===== config.mk =====
export PLATFORM = sky130hd
export DESIGN_NAME = keccak_absorb_ctrl
export DESIGN_NICKNAME = d
export VERILOG_FILES = /design/src/rtl/keccak_absorb_ctrl.sv
export SDC_FILE = /design/constraint.sdc
export NUM_CORES = 1
export LEC_CHECK = 0
export ABC_AREA = 1
export BUFFER_PORTS_ARGS = -buffer_cell sky130_fd_sc_hd__buf_2
export CAP_MARGIN = 15
export CORE_AREA = 2 2 137 105
export DETAILED_ROUTE_END_ITERATION = 10
export DIE_AREA = 0 0 139 107
export GPL_ROUTABILITY_DRIVEN = 0
export HOLD_SLACK_MARGIN = 0.1
export PLACE_DENSITY = 0.73
export SETUP_SLACK_MARGIN = 0.2
export SKIP_CTS_REPAIR_TIMING = 1
export SYNTH_ARGS = -nofsm -noshare
export SYNTH_HDL_FRONTEND = slang
export SYNTH_SLANG_ARGS = --single-unit

===== constraint.sdc =====
create_clock -name clk -period 6 [get_ports clk]
set_clock_uncertainty 0.15 [all_clocks]
set_input_delay 0.9 -clock clk [delete_from_list [all_inputs] [get_ports clk]]
set_output_delay 0.9 -clock clk [all_outputs]
set_load 0.1 [all_outputs]

===== src/rtl/keccak_absorb_ctrl.sv =====
// keccak_absorb_ctrl: frames a byte message into 64-bit words for the Keccak
// padder. It inserts pad-only words and pad-only blocks so that exactly
// (floor(L/R)+1)*RW words leave toward the state-XOR stage.
module keccak_absorb_ctrl #(
   parameter int W     = 64,
   parameter int LEN_W = 16
) (
   input  logic             clk,
   input  logic             rst,
   input  logic             start,
   input  logic [1:0]       mode,
   input  logic [LEN_W-1:0] msg_len,
   input  logic             in_valid,
   output logic             in_ready,
   input  logic [W-1:0]     in_data,
   output logic             out_valid,
   input  logic             out_ready,
   output logic [W-1:0]     out_data,
   output logic [W/8-1:0]   sel_din,
   output logic [W/8-1:0]   sel_pad_location,
   output logic             last_word,
   output logic             block_end,
   output logic [1:0]       mode_out,
   output logic             busy,
   output logic             done
);
   localparam int NB = W / 8;
   localparam int CW = LEN_W + 4;

   typedef enum logic [1:0] {S_IDLE, S_DATA, S_PAD} state_t;

   state_t           state_q, state_d;
   logic [1:0]       mode_q, mode_d;
   logic [LEN_W-1:0] len_q, len_d;
   logic [CW-1:0]    byte_cnt_q, byte_cnt_d;
   logic [4:0]       wib_q, wib_d;
   logic             pad_done_q, pad_done_d;  // pad byte already emitted
   logic             fin_q, fin_d;            // final word sits in output reg
   logic             out_valid_q, out_valid_d;
   logic [W-1:0]     out_data_q, out_data_d;
   logic [NB-1:0]    sel_din_q, sel_din_d;
   logic [NB-1:0]    sel_pad_q, sel_pad_d;
   logic             last_word_q, last_word_d;
   logic             block_end_q, block_end_d;
   logic             busy_q, busy_d;
   logic             done_q, done_d;

   logic [4:0]       rw_m1;
   logic [CW-1:0]    len_ext;
   logic [NB-1:0]    din_c, pad_c;
   logic             be_c, lw_c, last_byte_c, load_ok, load;

   // Lane controls for the word at byte_cnt, FSM next state and output loads
   always_comb begin
      case (mode_q)
         2'b01:   rw_m1 = 5'd8;
         2'b10:   rw_m1 = 5'd20;
         default: rw_m1 = 5'd16;
      endcase
      len_ext = CW'(len_q);
      for (int b = 0; b < NB; b++) begin
         din_c[NB-1-b] = (byte_cnt_q + CW'(b)) <  len_ext;
         pad_c[NB-1-b] = (byte_cnt_q + CW'(b)) == len_ext;
      end
      be_c        = (wib_q == rw_m1);
      lw_c        = be_c && (pad_done_q || (|pad_c));
      last_byte_c = (byte_cnt_q + CW'(NB)) >= len_ext;
      load_ok     = !out_valid_q || out_ready;
      in_ready    = (state_q == S_DATA) && !fin_q && load_ok;

      state_d     = state_q;
      mode_d      = mode_q;
      len_d       = len_q;
      byte_cnt_d  = byte_cnt_q;
      wib_d       = wib_q;
      pad_done_d  = pad_done_q;
      fin_d       = fin_q;
      out_valid_d = out_valid_q;
      out_data_d  = out_data_q;
      sel_din_d   = sel_din_q;
      sel_pad_d   = sel_pad_q;
      last_word_d = last_word_q;
      block_end_d = block_end_q;
      busy_d      = busy_q;
      done_d      = 1'b0;
      load        = 1'b0;

      if (out_valid_q && out_ready) out_valid_d = 1'b0;

      case (state_q)
         S_IDLE: begin
            if (start) begin
               mode_d     = mode;
               len_d      = msg_len;
               byte_cnt_d = '0;
               wib_d      = '0;
               pad_done_d = 1'b0;
               fin_d      = 1'b0;
               busy_d     = 1'b1;
               state_d    = (msg_len == '0) ? S_PAD : S_DATA;
            end
         end
         default: begin
            if (fin_q) begin
               if (out_valid_q && out_ready) begin
                  state_d = S_IDLE;
                  busy_d  = 1'b0;
                  done_d  = 1'b1;
                  fin_d   = 1'b0;
               end
            end else begin
               load = (state_q == S_DATA) ? (in_valid && load_ok) : load_ok;
            end
         end
      endcase

      if (load) begin
         out_valid_d = 1'b1;
         out_data_d  = (state_q == S_DATA) ? in_data : '0;
         sel_din_d   = din_c;
         sel_pad_d   = pad_c;
         last_word_d = lw_c;
         block_end_d = be_c;
         byte_cnt_d  = byte_cnt_q + CW'(NB);
         wib_d       = be_c ? 5'd0 : wib_q + 5'd1;
         pad_done_d  = pad_done_q | (|pad_c);
         if (lw_c)
            fin_d = 1'b1;
         else if (state_q == S_DATA && last_byte_c)
            state_d = S_PAD;
      end
   end

   // State and output registers
   always_ff @(posedge clk) begin
      if (rst) begin
         state_q     <= S_IDLE;
         mode_q      <= '0;
         len_q       <= '0;
         byte_cnt_q  <= '0;
         wib_q       <= '0;
         pad_done_q  <= 1'b0;
         fin_q       <= 1'b0;
         out_valid_q <= 1'b0;
         out_data_q  <= '0;
         sel_din_q   <= '0;
         sel_pad_q   <= '0;
         last_word_q <= 1'b0;
         block_end_q <= 1'b0;
         busy_q      <= 1'b0;
         done_q      <= 1'b0;
      end else begin
         state_q     <= state_d;
         mode_q      <= mode_d;
         len_q       <= len_d;
         byte_cnt_q  <= byte_cnt_d;
         wib_q       <= wib_d;
         pad_done_q  <= pad_done_d;
         fin_q       <= fin_d;
         out_valid_q <= out_valid_d;
         out_data_q  <= out_data_d;
         sel_din_q   <= sel_din_d;
         sel_pad_q   <= sel_pad_d;
         last_word_q <= last_word_d;
         block_end_q <= block_end_d;
         busy_q      <= busy_d;
         done_q      <= done_d;
      end
   end

   assign out_valid        = out_valid_q;
   assign out_data         = out_data_q;
   assign sel_din          = sel_din_q;
   assign sel_pad_location = sel_pad_q;
   assign last_word        = last_word_q;
   assign block_end        = block_end_q;
   assign mode_out         = mode_q;
   assign busy             = busy_q;
   assign done             = done_q;
endmodule


# Yosys cells after proc, flatten, opt, wreduce, memory -nomap -nowiden
# Index checks and enable logic that the tools add are counted.
# word_totals
regBits	132
latchBits	0
ramBits	0
rom_bits	0
in_bits	87
n_memories	0
# classes
addsub	9
multipliers	0
div	0
n_lt_le_gt_ge	9
n_eq_ne	13
shift	0
n_mux	35
bitwise	2
reduce_logical	22
# op_table
cell	count
$eq 20x16->1	8
$lt 20x16->1	8
$add 20x3->20 const B	4
$mux 64	1
$mux 20	3
$add 20x2->20 const B	2
$add 20x1->20 const B	1
$add 20x4->20 const B	1
$ge 20x16->1	1
$mux 5	4
$mux 1	18
$logic_not 16->1	1
$mux 2	8
$pmux 5 s2	1
$reduce_bool 2->1	5
$reduce_or 8->1	1
$logic_and 1x1->1	6
$add 5x1->5 const B	1
$eq 5x5->1	1
$eq 2x1->1 const B	2
$reduce_and 2->1	2
$reduce_and 3->1	1
$reduce_or 3->1	1
$eq 2x2->1 const B	1
other kinds (6)	8

# Logic depth before layout (Yosys ltp)
# Gate-level depths: netlist of run 1.
# depth
depth_word	8
mapped_depth	15
depth_no_buf	15

# Least setup slack after synthesis of run 1
# No wires, ideal clock.
# synth_path
kind	input -> output
startpoint	in out_ready
endpoint	out in_ready
arrival_time_ps	3758
required_ps	4950
path_slack_ps	1192
path_stages	2
n_path_buf	0
cell_sequence	nor2_1 > nor4_1
# synth_between
elab_chain_len	2
# synth_rtl
element	line	rtl
start: declaration	17	input logic out_ready,
$logic_or 1x1->1	68	load_ok = !out_valid_q || out_ready;
$logic_and 1x1->1	69	in_ready = (state_q == S_DATA) && !fin_q && load_ok;
end: declaration	14	output logic in_ready,
# No other way between the ends.

# Final worst setup path of run 1
# layout_path
startpoint	reg byte_cnt_q[3]
endpoint	reg state_q[0]
# layout_between
elab_chain_len	7
elab_cells_between_ends	24
cone_classes	add/sub: 8; order compare: 1; eq/ne: 8; mux: 3; reduce/logical: 4
# layout_rtl
element	line	rtl
start: declaration	35	logic [CW-1:0] byte_cnt_q, byte_cnt_d;
start signal: assignment	156	byte_cnt_q <= byte_cnt_d;
parallel branches: the longest is 5 deep, another holds $add 20x4->20	-	
$mux 2 *	127	if (lw_c)
$mux 2 *	117	if (load) begin
end signal: assignment	153	state_q <= state_d;
end: declaration	32	state_t state_q, state_d;
# Every way passes the cells marked *.
# A chain may end at the register's enable or synchronous reset.

==> results of run 1 <==
## synthesized netlist by cell type (all sizes together) (4+ instances only)
cell,number,share of area [%]
nand2,278,16
a21oi,147,11
dfxtp,129,39
inv,68,3.8
nor2,61,3.8
ha,53,9.9
o21ai,44,3.3
clkbuf,34,1.9
nand3,29,2.5
buf,21,2.3
nand4,14,1.3
nor3,11,1.1
xor2,9,1.2
nor4,6,0.56
o211ai,4,0.45
## cells in the final DEF (no fill, tap or decap), types with 3 or more instances in the layout
| cell | Yosys | final |
|---|---|---|
| a211oi_1 | 3 | 3 |
| a21oi_1 | 146 | 146 |
| buf_2 | 12 | 173 |
| buf_4 | 1 | 3 |
| clkbuf_16 | 0 | 17 |
| clkinv_4 | 0 | 4 |
| dfxtp_1 | 129 | 129 |
| ha_1 | 53 | 53 |
| inv_1 | 63 | 63 |
| inv_2 | 5 | 5 |
| inv_6 | 0 | 4 |
| inv_8 | 0 | 3 |
| nand2_1 | 275 | 275 |
| nand3_1 | 25 | 25 |
| nand3_2 | 4 | 4 |
| nand4_1 | 14 | 14 |
| nor2_1 | 54 | 54 |
| nor2_2 | 5 | 5 |
| nor3_1 | 8 | 8 |
| nor4_1 | 6 | 6 |
| o211ai_1 | 4 | 4 |
| o21ai_0 | 44 | 44 |
| xnor2_1 | 3 | 3 |
| xor2_1 | 9 | 9 |
## worst min-delay path, stage by stage (launching register included)
cell	delay, ps
dfxtp_1	300
nand2_1	50
a21oi_1	50
## flip-flops by register name, indices dropped and copies added, names as in the netlist
signal / cells
state_q: 2
len_q: 16
out_data: 64
byte_cnt_q: 17
block_end: 1
out_valid: 1
mode_out: 2
busy: 1
pad_done_q: 1
done: 1
last_word: 1
sel_pad_location: 8
sel_din: 8
fin_q: 1
wib_q: 5
## cells by family after synthesis
group,count (synthesis),synth area share [%]
buffers and inverters,123,8.01
AOI/OAI and AO/OA,208,16.4
DFF,129,38.7
and+or+nand+nor,400,25.3
xor gates and xnor gates,12,1.58
adders and majority gates,53,9.95
## path summary, 6_finish.rpt
path	from	end	slack, ps	cells after the start
setup / recovery	byte_cnt_q[3]	state_q[0]	2900	13
setup reg to reg	byte_cnt_q[3]	state_q[0]	2900	13
hold / removal	out_data[61]	out_data[61]	310	2
hold reg to reg	out_data[61]	out_data[61]	310	2
## per-layer routing
metal	GRT usage (%)	vias to the layer above
met5	0	-
met4	5.48	0
li1	-	3326
met1	35.0	2899
met3	5.09	16
met2	32.7	227
## where the power goes
part | total, W | switching [W] | internal [W]
Sequential | 0.000901 | 0.0000159 | 0.000885
Clock | 0.00102 | 0.000424 | 0.000597
Combinational | 0.000385 | 0.000296 | 0.0000894
## through the flow
stage | hold slack, ps | total power [W]
2_1_floorplan | 295 | 0.00121
3_3_place_gp | 299 | 0.00130
3_5_place_dp | 302 | 0.00130
4_1_cts | 312 | 0.00232
5_1_grt | 324 | 0.00240
6_report | 310 | 0.00231
## cell type report
| type | count | share of cell area, % |
|---|---|---|
| sequential | 129 | 32.0 |
| tap | 175 | 2.71 |
| timing repair buffer | 176 | 11.0 |
| inverter | 68 | 3.16 |
| multi-input combinational | 673 | 43.9 |
| clock inverter | 14 | 1.84 |
| clock buffer | 18 | 5.43 |
==> flow_summary.toml, run 1 <==
[status]
outcome = "finished clean"

[route]
wl_met3_mm = 1.29
detail-route-antenna-nets = 0
drcViolationCount = 0
via_per_inst = 5.16
vias = 6468
drt_iter0_markers = 461
drtPass1Iterations = 5
routed.top_layer = "met4"
wl_met2_mm = 7.25
wl_met1_mm = 8.77
drt_wl_total_mm = 17.5
post_drt_wl_per_cell_um = 13.9

[synth]
syn_area_per_cell_sq_um = 7.21
synth-async-reset-ratio_pct = 0
synth-seq-cells = 129
netlist_area_sq_um = 6670
synth_nets = 1065
ys.flop_type = "dfxtp_1"
synthCells = 925
synth-edff-count = 0
yosysSeqAreaShare_pct = 38.7
synth.distinct_cells = 38
yosys_warnings = 0

[placed_design]
placed_area_sq_um = 7490
dp.cells = 1221
dp_hpwl_mm = 12.4
numPortBuffers = 174
dp_slack_ps = 2700

[global_routing]
grt_max_degree = 81
grt_first_pass_wirelength_mm = 27.8
grt_overflow_total = 0
grt_pass1_vias = 5585
globalRouteTotalUtil_pct = 23.0
antenna_found_initial = 0

[pwr]
leakagePower_nw = 3.70
peakVddDrop_mv = 0.227
powerDensity_nw_per_um2 = 285

[sta]
fin_crit_sh_pct = 51.6
period_needed_ps = 3100
rsz0062_at_grt = "no"
setup_tns_ps = 0
layout_setup_ws_ps = 2900
maxSlewViolCount = 0
setup_viol = 0
finalHoldViolations = 0
slew_headroom_pct = 26.7
max_freq_ghz = 0.323
max_slew.worst_pin.slew_ps = 1100

[worst_setup_path]
path_cells = "ha_1, nand3_2, nor3_2, xor2_1, ha_1, a21o_1, nor2_1, nand3_1, a21oi_2, nand2_1, nand3_2, nand2_1, nor2_2"
crit_fanout = 7
cpPeakStageDelay_ps = 500
crit_buf_inv = 0
worstPathArrival_ps = 3300
required_ps = 6200
end_kind = "flop"
worst_setup_path_start_kind = "flop"
worstSetupPathType = "flop to flop"
path_delay_family = "simple AND/OR/NAND/NOR gates"
cp_slowest_cell = "dfxtp_1"

[clock_tree]
max-clock-path-buffers = 2
tritoncts = "done"
clock-root-buffer = "clkbuf_16"
clock_latency_ps = 420
cts_max_level = 4
clock-sinks = 129
numCtsBuffers = 17
path_clk_slew_ps = 60

[finish]
final_area_sq_um = 8080
fin_nets = 1205
multiInputGateArea_sq_um = 3550
antenna_cells = 0
nFillCells = 1271
seqCellArea_sq_um = 2580
drive_above_1_share_pct = 21.5
area_delta_synth_final_pct = 21.2
instances_no_fill = 1253
postLayoutCoreUtil_pct = 59.8

[floorplanning]
ios = 175
dieHeight_um = 107
die_x_um = 139
fp-row-count = 37
die_area_sq_um = 14900
design.core.area_sq_um = 13500
initial_core_util_pct = 49.3

[worst_hold_path]
hold_class = "flop to flop"

[flow_run]
cap_violations = 0
Note: power is estimated with default switching activity, not from simulation.
==> run 2, diff against run 1 <==
==> constraint.sdc (replaced) <==
create_clock -name clk -period 3.1 [get_ports clk]
set_clock_uncertainty 0.15 [all_clocks]
set_input_delay 0.465 -clock clk [delete_from_list [all_inputs] [get_ports clk]]
set_output_delay 0.465 -clock clk [all_outputs]
set_load 0.1 [all_outputs]
==> run 2 against run 1 <==
- worst setup slack worse by 2500 ps
- global-route usage up 0.60 points
- critical path depth up 2
- final cell count up 0.40%
- highest routed layer unchanged
- non-clock buffer count up 5
- total power up 92%
- via count down 0.40%
- sequential share of layout area down 0.12 points
- utilization up 0.34 points
- first-iteration DRC count up 12%
- combinational power up 96%
==> flow_summary.toml, run 2 (synthesis results as in run 1) <==
[route]
via_per_inst = 5.12
vias = 6442
drtPass1Iterations = 5
post_drt_wl_per_cell_um = 14.1
drcViolationCount = 0
drt_iter0_markers = 518
drt_wl_total_mm = 17.7
detail-route-antenna-nets = 0

[sta]
max_slew.worst_pin.slew_ps = 1070
slew_headroom_pct = 28.6
fin_crit_sh_pct = 87.6
finalHoldViolations = 0
period_needed_ps = 2720
rsz0062_at_grt = "no"
setup_tns_ps = 0
maxSlewViolCount = 0
setup_viol = 0
max_freq_ghz = 0.368
hold_slack_ps = 140

[worst_setup_path]
reg2reg_to = "state_q[0]"
worstSetupPathType = "flop to flop"
end_kind = "flop"
crit_start = "byte_cnt_q[4]"
cpPeakStageDelay_ps = 390
required_ps = 3300
cp_common_cell = "nand2_1"
worst_setup_path_start_kind = "flop"
r2r_cells = 15
worstPathArrival_ps = 2910
reg2reg_from = "byte_cnt_q[4]"
rrSetupSlack_ps = 380
crit_fanout = 6
path_cells = "ha_2, nand3_4, nor2_4, nand2_1, nor2_1, xor2_1, ha_1, a21oi_1, o21a_1, nand3_1, nor2_1, nand2_1, nand3_2, nand2_1, nor2_2"
cp_slowest_cell = "dfxtp_2"

[floorplanning]
die_area_sq_um = 14900
initial_core_util_pct = 49.3
ios = 175
dieHeight_um = 107
die_x_um = 139
design.core.area_sq_um = 13500
fp-row-count = 37

[worst_hold_path]
hp-start = "in_data[28]"
hold_class = "primary input to flop"
min_path_cells = 3
hold_path_end = "out_data[28]"

[finish]
instances_no_fill = 1258
nFillCells = 1232
seqCellArea_sq_um = 2590
drive_above_1_share_pct = 22.3
area_delta_synth_final_pct = 21.9
antenna_cells = 0
fin_nets = 1210
postLayoutCoreUtil_pct = 60.1
layout_commonest_cell = "nand2_1"
final_cell_mix = "275 x nand2_1, 173 x buf_2, 146 x a21oi_1"
multiInputGateArea_sq_um = 3570
largest_reg_flops = 64

[clock_tree]
max-clock-path-buffers = 2
clock-root-buffer = "clkbuf_16"
cts_max_level = 4
clock-sinks = 129
clock_latency_ps = 420
path_clk_slew_ps = 60
numCtsBuffers = 17
tritoncts = "done"

[global_routing]
antenna_found_initial = 0
grt_overflow_total = 0
grt_max_degree = 99
grt_first_pass_wirelength_mm = 28.4
grt_pass1_vias = 5787
globalRouteTotalUtil_pct = 23.6

[pwr]
peakVddDrop_mv = 0.375
powerDensity_nw_per_um2 = 544
leakagePower_nw = 3.72

[flow_run]
cap_violations = 0

[placed_design]
numPortBuffers = 174
dp_hpwl_mm = 12.5
dp.cells = 1224

[status]
outcome = "finished clean"
-- run 2: cell count changes in the layout (fill, tap and decap cells not counted), sizes merged --
cell and change:
buf +5, bufinv -1, clkbuf -1, clkinv -2, clkinvlp +1, inv +3
-- run 2: routing by layer --
metal | GRT usage [%] | vias to the layer above | share of wire, %
met5 | 0 | - | 0
met4 | 7.00 | 0 | 1.4
met3 | 5.90 | 19 | 8.1
met2 | 33.8 | 256 | 41
met1 | 34.8 | 2842 | 49
li1 | - | 3325 | -
-- run 2: final cells by class --
class                   instances  share of cell area [%]
well taps                     175                    2.69
clock buffers                  17                    5.23
multi-input cells             673                    44.0
inverters                      68                    3.14
clock inverters                15                    1.74
flip-flops and latches        129                    31.8
repair buffers                181                    11.4
-- run 2: worst max path at each step --
stage,end,depth (start not counted)
4_1_cts,state_q[0],15
2_1_floorplan,in_ready,3
3_3_place_gp,state_q[1],14
6_report,state_q[0],15
3_5_place_dp,state_q[1],14
5_1_grt,state_q[0],15
-- run 2: where the power goes --
part	internal (W)	leakage (nW)	total, W	switching [W]
Sequential	0.00171	1.05	0.00174	0.0000309
Clock	0.00106	0.272	0.00193	0.000862
Combinational	0.000177	2.40	0.000756	0.000579
Total	0.00295	3.72	0.00443	0.00147
-- run 2: worst max-delay path: cells and delay by family (launching register included) --
| family | cells | cell delay, ps |
|---|---|---|
| simple gates | 10 | 1090 |
| xor+xnor | 1 | 220 |
| compound gates | 2 | 280 |
| flops | 1 | 390 |
| fa+ha+maj | 2 | 510 |
-- run 2: stage by stage --
| stage | area, sq um | total power [W] | setup WS (ps) |
|---|---|---|---|
| after global routing | 8130 | 0.00461 | 195 |
| after floorplan | 6680 | 0.00234 | 654 |
| after detailed placement | 7530 | 0.00252 | 257 |
| final | 8130 | 0.00443 | 384 |
| after CTS | 8100 | 0.00445 | 247 |
| after global placement | 7530 | 0.00252 | 397 |
==> run 3, diff against run 2 <==
==> config.mk (replaced) <==
export PLATFORM = sky130hd
export DESIGN_NAME = keccak_absorb_ctrl
export DESIGN_NICKNAME = d
export VERILOG_FILES = /design/src/rtl/keccak_absorb_ctrl.sv
export SDC_FILE = /design/constraint.sdc
export NUM_CORES = 1
export LEC_CHECK = 0
export ABC_AREA = 1
export CAP_MARGIN = 15
export CORE_AREA = 10 10 145 113
export DETAILED_ROUTE_END_ITERATION = 10
export DIE_AREA = 0 0 155 123
export DONT_BUFFER_PORTS = 1
export GPL_ROUTABILITY_DRIVEN = 0
export HOLD_SLACK_MARGIN = 0.1
export PLACE_DENSITY = 0.62
export SETUP_SLACK_MARGIN = 0.2
export SKIP_CTS_REPAIR_TIMING = 1
export SLEW_MARGIN = 25
export SYNTH_ARGS = -nofsm -noshare
export SYNTH_HDL_FRONTEND = slang
export SYNTH_SLANG_ARGS = --single-unit
==> run 3 against run 2 <==
- total power rose by 1.3%
- worst setup slack improved by 39 ps
- clock power grew 3%
- global-route usage down 4.7 points
- worst hold slack worse by 53 ps
- non-clock buffer count down 104
- register-to-register slack better by 40 ps
- via count decreased by 1.0%
- sequential share of layout area is 0.52 points higher
- combinational power fell by 30%
- utilization decreased by 1.1 points
- critical endpoint is now out_data[22]
- highest routed layer unchanged
==> flow_summary.toml, run 3 (synthesis results as in run 1) <==
[status]
outcome = "finished clean"

[worst_setup_path]
worstPathArrival_ps = 2890
reg2reg_from = "state_q[1]"
reg2reg_to = "out_data[22]"
worst_setup_path_start_kind = "flop"
crit_fanout = 64
end_kind = "flop"
cp-endpoint = "out_data[22]"
rrSetupSlack_ps = 420
r2r_cells = 10
worstSetupPathType = "flop to flop"
crit_start = "state_q[1]"
required_ps = 3310

[clock_tree]
clock-root-buffer = "clkbuf_16"
tritoncts = "done"
max-clock-path-buffers = 2
numCtsBuffers = 17
clock_latency_ps = 420
path_clk_slew_ps = 60
clock-sinks = 129
cts_max_level = 4

[sta]
setup_viol = 0
max_freq_ghz = 0.374
fin_crit_sh_pct = 86.3
finalHoldViolations = 0
max_slew.worst_pin.slew_ps = 1030
slew_headroom_pct = 31.3
setup_tns_ps = 0
rsz0062_at_grt = "no"
maxSlewViolCount = 0
period_needed_ps = 2680

[global_routing]
grt_overflow_total = 0
top_usage_layer = "met2"
grt_max_degree = 100
globalRouteTotalUtil_pct = 18.9
grt_use_met2_pct = 27.6
grt_util_met1_pct = 24.2
grt_first_pass_wirelength_mm = 29.1
antenna_found_initial = 0
grt_pass1_vias = 5652
grt_use_met3_pct = 8.57

[route]
via_per_inst = 5.51
drt_wl_total_mm = 20.1
vias = 6375
drcViolationCount = 0
drtPass1Iterations = 5
drt_iter0_markers = 527
post_drt_wl_per_cell_um = 17.4
detail-route-antenna-nets = 0

[finish]
layout_commonest_cell = "nand2_1"
fin_nets = 1106
drive_above_1_share_pct = 7.46
largest_reg_flops = 64
nFillCells = 1200
final_cell_mix = "275 x nand2_1, 146 x a21oi_1, 124 x dfxtp_1"
postLayoutCoreUtil_pct = 59.1
area_delta_synth_final_pct = 20.2

[pwr]
leakagePower_nw = 3.22
peakVddDrop_mv = 0.423
powerDensity_nw_per_um2 = 560

[floorplanning]
design.core.area_sq_um = 13600
initial_core_util_pct = 49.1
dieHeight_um = 123
die_area_sq_um = 19100
fp-row-count = 37
die_x_um = 155
ios = 175

[worst_hold_path]
hold_class = "primary input to flop"

[flow_run]
cap_violations = 0

[placed_design]
dp_hpwl_mm = 14.3
numPortBuffers = 0
## run 3: changes by cell type in the layout (fill, tap and decap cells not counted), moves of 4 or more
| cell | previous run | this run |
|---|---|---|
| buf_2 | 173 | 0 |
| dlygate4sd3_1 | 0 | 66 |
| inv_6 | 6 | 2 |
| inv_8 | 4 | 0 |
## run 3: through the flow
| stage | std cells | hold WS, ps | area [sq um] | power (W) | setup slack [ps] |
|---|---|---|---|---|---|
| after CTS | 1086 | -58.0 | 7280 | 0.00443 | 274 |
| after detailed placement | 1054 | 312 | 6690 | 0.00243 | 294 |
| final | 1157 | 87.5 | 8010 | 0.00448 | 424 |
| after global routing | 1154 | 100 | 8000 | 0.00465 | 246 |
| after global placement | 1054 | 297 | 6690 | 0.00242 | 444 |
| after floorplan | 925 | 295 | 6680 | 0.00234 | 654 |
## run 3: how the worst min path moves through the flow
stage / from / cells past startpoint / slack, ps / end
floorplan: pad_done_q / 2 / 290 / pad_done_q
global placement: pad_done_q / 2 / 300 / pad_done_q
finish: msg_len[3] / 2 / 90 / len_q[3]
detailed placement: pad_done_q / 2 / 310 / pad_done_q
global route: msg_len[2] / 2 / 100 / len_q[2]
CTS: rst / 1 / -60 / byte_cnt_q[5]
## run 3: power breakdown
part           internal, W  total (W)  switching [W]  leakage (nW)
logic             0.000181   0.000527       0.000347          1.88
registers          0.00171    0.00197       0.000261          1.05
clock network      0.00123    0.00198       0.000753         0.283
total              0.00312    0.00448        0.00136          3.22
## run 3: area by class of cell
class,instances,area [sq um],share of cell area [%]
inverters,68,255,3.19
clock buffers,20,457,5.70
diodes,3,7.51,0.0937
repair buffers,77,763,9.53
multi-input cells,673,3580,44.8
flip-flops and latches,129,2590,32.3
well taps,175,219,2.73
clock inverters,12,133,1.66
## run 3: critical path: stages, from the launching register on
cell           delay [ps]
dfxtp_1               490
inv_2                  60
nand2_1                80
inv_2                  60
nor3_4                170
nand4_1               140
inv_2                 120
buf_4                 520
nand2_1               120
a21oi_1               140
dlygate4sd3_1         560
## run 3: metal layers
layer	vias up	wire, um
li1	3126	-
met1	2941	8760
met2	278	8910
met3	30	2160
met4	0	292
met5	-	0
